File: src/rtl/sw_bank_debounce.sv
// Switch-bank conditioner: two-flop synchronizer, whole-vector debounce FSM,
// and registered one-cycle change/rise/fall strobes for the downstream encoder.
module sw_bank_debounce #(
  parameter int WIDTH = 12,
  parameter int N     = 20
) (
  input  logic             clk,
  input  logic             reset,
  input  logic [WIDTH-1:0] sw_in,
  output logic [WIDTH-1:0] sw_db,
  output logic             changed,
  output logic [WIDTH-1:0] rise,
  output logic [WIDTH-1:0] fall,
  output logic             busy
);

  typedef enum logic {
    ST_IDLE = 1'b0,
    ST_WAIT = 1'b1
  } state_t;

  state_t           state_q;
  logic [WIDTH-1:0] s1_q, s2_q;
  logic [WIDTH-1:0] cand_q;
  logic [N-1:0]     cnt_q;
  logic [WIDTH-1:0] db_q;
  logic             changed_q;
  logic [WIDTH-1:0] rise_q, fall_q;

  always_ff @(posedge clk or negedge reset) begin
    if (!reset) begin
      s1_q <= '0;
      s2_q <= '0;
    end else begin
      s1_q <= sw_in;
      s2_q <= s1_q;
    end
  end

  // Strobes default low every cycle; only the terminal-count update raises them.
  always_ff @(posedge clk or negedge reset) begin
    if (!reset) begin
      state_q   <= ST_IDLE;
      cand_q    <= '0;
      cnt_q     <= '0;
      db_q      <= '0;
      changed_q <= 1'b0;
      rise_q    <= '0;
      fall_q    <= '0;
    end else begin
      changed_q <= 1'b0;
      rise_q    <= '0;
      fall_q    <= '0;
      case (state_q)
        ST_IDLE: begin
          if (s2_q != db_q) begin
            cand_q  <= s2_q;
            cnt_q   <= '0;
            state_q <= ST_WAIT;
          end
        end
        ST_WAIT: begin
          if (s2_q != cand_q) begin
            cand_q <= s2_q;
            cnt_q  <= '0;
          end else if (cand_q == db_q) begin
            state_q <= ST_IDLE;
          end else if (cnt_q == '1) begin
            db_q      <= cand_q;
            changed_q <= 1'b1;
            rise_q    <= cand_q & ~db_q;
            fall_q    <= ~cand_q & db_q;
            state_q   <= ST_IDLE;
          end else begin
            cnt_q <= cnt_q + 1'b1;
          end
        end
        default: state_q <= ST_IDLE;
      endcase
    end
  end

  assign sw_db   = db_q;
  assign changed = changed_q;
  assign rise    = rise_q;
  assign fall    = fall_q;
  assign busy    = (state_q == ST_WAIT);

endmodule

File: config.mk
export PLATFORM = sky130hd
export DESIGN_NAME = sw_bank_debounce
export DESIGN_NICKNAME = d
export VERILOG_FILES = /design/src/rtl/sw_bank_debounce.sv
export SDC_FILE = /design/constraint.sdc
export NUM_CORES = 1
export LEC_CHECK = 0
export BUFFER_PORTS_ARGS = -buffer_cell sky130_fd_sc_hd__buf_2
export CAP_MARGIN = 20
export CORE_MARGIN = 5
export CORE_UTILIZATION = 62
export CTS_BUF_LIST = sky130_fd_sc_hd__clkbuf_8 sky130_fd_sc_hd__clkbuf_16
export DETAILED_ROUTE_END_ITERATION = 8
export PLACE_DENSITY_LB_ADDON = 0.15
export SYNTH_ARGS = -nofsm -noshare
export SYNTH_HDL_FRONTEND = slang
export SYNTH_SLANG_ARGS = --single-unit
File: constraint.sdc
create_clock -name clk -period 6.5 [get_ports clk]
set_clock_uncertainty 0.1 [all_clocks]
set_input_delay 0.65 -clock clk [delete_from_list [all_inputs] [get_ports clk]]
set_output_delay 0.65 -clock clk [all_outputs]
set_load 0.05 [all_outputs]
Yosys cells after proc, flatten, opt, wreduce, memory -nomap -nowiden
Cells that the tools add are included.
{ "totals": {"mem_bits_rw": 0, "mem_bits_ro": 0, "ff_bits": 94, "inputBits": 14, "output_inout_bits": 38, "word_cells": 53, "latchBits": 0, "mem_count": 0} }
{ "classes": {"reduce_logical": 3, "shifts": 0, "bitwise_logic": 7, "eq_ne": 8, "add_sub_neg": 1, "n_mul": 0, "div_mod_pow": 0, "muxes": 25, "order_cmp": 0} }
{ "op_table": {"columns": ["cell", "count"], "rows": [
  ["$mux 12", 10],
  ["$mux 20", 4],
  ["$pmux 20 s2", 1],
  ["$and 12x12->12", 2],
  ["$ne 12x12->1", 2],
  ["$not 12->12", 2],
  ["$pmux 12 s2", 1],
  ["$add 20x1->20 const B", 1],
  ["$eq 20x20->1 const B", 1],
  ["$eq 12x12->1", 1],
  ["$mux 1", 8],
  ["$ne 3x3->1 const B", 2],
  ["$reduce_and 4->1", 1],
  ["$not 1->1", 3],
  ["$reduce_and 3->1", 1],
  ["$ne 2x1->1 const B", 1],
  ["$ne 2x2->1 const B", 1],
  ["$pmux 1 s2", 1],
  ["$reduce_and 2->1", 1]
]} }

Longest topological paths before layout
{ "depth": {"ltp_word": 6, "depth_mapped": 8, "mapped_depth_nobuf": 8} }

Least setup slack after synthesis
OpenSTA, ideal clock, no wires.
{ "synth_timing": {"path_kind": "reg-to-reg", "start": "reg db_q[10] (netlist: sw_db[10])", "end": "reg cnt_q[17]", "required_time_ns": 6.274, "arrival_ns": 2.497, "n_path_buf": 1, "setup_slack_ns": 3.777, "synth_period_minus_slack_ns": 2.723, "setup_ns": 0.126, "stages_incl_launch_ff": 9, "path_cell_list": "dfrtp_1 -> inv_1 -> ha_1 -> nand4_1 -> nor3_1 -> a21oi_1 -> and2_1 -> buf_2 -> a221o_1"} }
{ "synth_between": {"elab_chain_len": 3, "elab_cells_between_ends": 5, "cone_classes": "4 x eq/ne; 1 x reduce/logical"} }
{ "synth_rtl": {"columns": ["element", "line_no", "text"], "rows": [
  ["from (decl)", "26", "logic [WIDTH-1:0] db_q;"],
  ["from (signal assigned)", "69", "db_q <= cand_q;"],
  ["$eq 12x12->1 or $ne 12x12->1 (tied branches)", "66, 56", null],
  ["$ne 3x3->1 (no line) or $ne 2x2->1 (tied branches)", null, null],
  ["$reduce_and 3->1 (no line) (*)", null, null],
  ["to (signal assigned)", "75", "cnt_q <= cnt_q + 1'b1;"],
  ["to (decl)", "25", "logic [N-1:0] cnt_q;"]
]} }
Mark *: on every way between the ends. The rest lies on a longest branch, timed or not.
A chain may end at the register's enable or synchronous reset.

Worst setup path in the final report
{ "layout_timing": {"start": "reg cand_q[1]", "end": "reg db_q[0] (netlist: sw_db[0])"} }
{ "layout_between": {"elab_chain_len": 3, "elab_cells_between_ends": 5, "cone_classes": "2 x eq/ne; 2 x bitwise; 1 x reduce/logical"} }
{ "layout_rtl": {"columns": ["element", "line_no", "text"], "rows": [
  ["from (decl)", "24", "logic [WIDTH-1:0] cand_q;"],
  ["from (signal assigned)", "57", "cand_q <= s2_q;"],
  ["from (signal assigned)", "64", "cand_q <= s2_q;"],
  ["$eq 12x12->1 or $ne 12x12->1 (tied branches)", "66, 63", null],
  ["$not 1->1 (no line)", null, null],
  ["$reduce_and 4->1 (no line) (*)", null, null]
]} }
Marks and branches as above.

==> results.yml <==
floorplanning:
  coreArea_um2: 6720
  rows: 30
  die_y_um: 92.8
  die-area_um2: 8610
  initial_utilization_pct: 63.3
  pin_count: 52
  fp.dieW_um: 92.8
clock_tree:
  cts_buffer_depth: 2
  postCtsResizedCells: 0
  cts_tree: "built"
  htreeDepth: 3
  path_clk_slew_ns: 0.09
  clkLatencyLatePin_ns: 0.35
  cts_hold_buf: 0
  cts-buffers-inserted: 9
  clock_tree.root_cell: "clkbuf_8"
  cts_setup_buffers: 0
  cts.sinks: 94
critical_path:
  cp-start-kind: "register"
  crit_arrival_ns: 3.14
  crit_start: "cand_q[1]$_DFFE_PN0P_"
  worst_r2r_startpoint: "cand_q[1]$_DFFE_PN0P_"
  critPathKind: "register to register"
  crit_required_ns: 6.67
  cp-end-kind: "register"
  worstPathMaxFanout: 27
  rrSetupSlack_ns: 3.53
final_layout:
  utilization_pct: 70.9
  regArea_um2: 2350
  nets: 441
  antenna_cells: 0
  drive_gt1_share_pct: 21.0
  multiInputGateArea_um2: 1690
  area_growth_syn_to_layout_pct: 12.1
  fillers: 460
global_routing:
  grt_use_total_pct: 20.7
  grt_util_met2_pct: 33.8
  grt_pass1_vias: 2776
  top_usage_layer: "met2"
  grt_pass1_wl_um: 13800
  gr-total-overflow: 0
  grt_start_max_net_pins: 65
  gr-usage-met1_pct: 26.9
  antenna_found_initial: 0
  grt_use_met3_pct: 3.90
routing:
  wl_um: 8070
  firstDrtPassIters: 4
  drc: 0
  route.vias.total: 2712
  ant_nets: 0
  drtIter0Drc: 160
  via_per_inst: 5.59
  routedWlPerCell_um: 16.6
logic_synthesis:
  synthFlopType: "dfrtp_1"
  synthSimpleGateAreaFrac_pct: 15.3
  synthAdderAreaFrac_pct: 7.36
  synth.avg_cell_area_um2: 12.2
  ys_warn_count: 0
  yosysTopAreaCell: "dfrtp_1"
  async_flop_share_pct: 100
  synth-edff-count: 0
  yosysTopAreaCellShare_pct: 55.3
  ys_seq_area_share_pct: 55.3
  synth-xor-area-share_pct: 4.95
  synth_common_cells: "dfrtp_1 (94), inv_1 (29), and2_1 (27)"
  synth_fp_nets: 386
  yosys-top-cells-area: "dfrtp_1 (55%), ha_1 (7.4%), and2_1 (4.0%)"
  synth_compound_area_share_pct: 6.18
  syn_inst: 347
  post_synth_mux_area_share_pct: 5.98
  syn_area_um2: 4250
  ys_types: 43
  yosys.cell_count.top_type: "dfrtp_1"
  ys_ff_latch: 94
  synth_top_family_by_area: "simple AND/OR/NAND/NOR gates"
power:
  irDropWorstVdd_mv: 0.110
  power_density_nw_per_um2: 228
  p_leak_nw: 2.36
placement:
  dpl.hpwl_um: 5650
  routabilityCongestion: 0.837
  io_buffer_count: 51
run:
  maxCapViolations: 0
sta:
  timing.fmax_ghz: 0.336
  finalCritPeriodShare_pct: 45.7
  final_hold_viol_count: 0
  rsz0062_at_grt: "no"
  setup_viol: 0
  setup_tns_ns: 0
  min_period_ns: 2.97
  drv_slew: 0
  slew_headroom_pct: 45.3
  worstMarginPinSlew_ns: 0.814
status:
  status: "completed"
hold_path:
  min_path_type: "input port to asynchronous set/reset pin"
[cell usage in the layout (no fill, tap or decap), drive strengths merged, types with 11 or more instances in the layout]
cell type,n
nand2,15
nor2,13
ha,25
and2,27
nand4,14
buf,55
inv,30
mux2i,13
xnor2,12
nand3,12
dfrtp,94
nor4,11
xor2,12
mux2,11
[logic make-up after synthesis]
family | Yosys count
and+or+nand+nor | 110
buffers and inverters | 40
DFF | 94
muxes | 24
xor gates and xnor gates | 24
AOI/OAI and AO/OA | 30
adders and majority gates | 25
[stage by stage]
step / std cells / power (mW) / worst slack [ns] / hold WS [ns] / instance area (µm²)
floorplan: 347 / 0.633 / 3.78 / 0.231 / 4250
global placement: 471 / 0.657 / 3.68 / 0.231 / 4540
detailed placement: 471 / 0.658 / 3.52 / 0.236 / 4540
CTS: 485 / 1.09 / 3.48 / 0.121 / 4760
global route: 485 / 1.13 / 3.32 / 0.129 / 4760
finish: 485 / 1.09 / 3.53 / 0.109 / 4760
[worst max-delay path: stages (launching register included)]
cell	delay [ns]
dfrtp_1	0.44
xnor2_1	0.25
nand3_1	0.15
or4_1	0.85
nor3_4	0.48
buf_4	0.37
mux2i_1	0.25
[sequential cells by signal (all words and copies together), names as in the netlist]
register	flops
cnt_q	20
cand_q	12
fall	12
rise	12
s1_q	12
s2_q	12
sw_db	12
busy	1
changed	1
[path summary, 6_finish.rpt]
path,end,cells after the start
min in group clk,s2_q[5]$_DFF_PN0_,0
max reg2reg,sw_db[0]$_DFFE_PN0P_,6
min reg2reg,s2_q[5]$_DFF_PN0_,0
max in group asynchronous,s2_q[1]$_DFF_PN0_,2
max,sw_db[0]$_DFFE_PN0P_,6
min,fall[3]$_DFF_PN0_,1
[final cells by class]
cell class,instances,area share (%)
clock inverter,5,2.13
sequential,94,49.4
clock buffer,9,2.60
multi-input combinational,213,35.5
inverter,29,2.29
tap,80,2.10
timing repair buffer,55,6.04
[routing by layer]
metal | up-vias | share of wire, %
met4 | 0 | 1.9
met5 | - | 0
li1 | 1307 | -
met1 | 1325 | 43
met2 | 65 | 50
met3 | 15 | 4.8
[power by group]
group | leakage (nW) | total [mW] | internal (mW) | switching (mW)
sequential | 1.23 | 0.606 | 0.596 | 0.0105
combinational | 1.02 | 0.0392 | 0.0154 | 0.0238
clock | 0.113 | 0.442 | 0.250 | 0.192
Note: power is estimated with default switching activity, not from simulation.
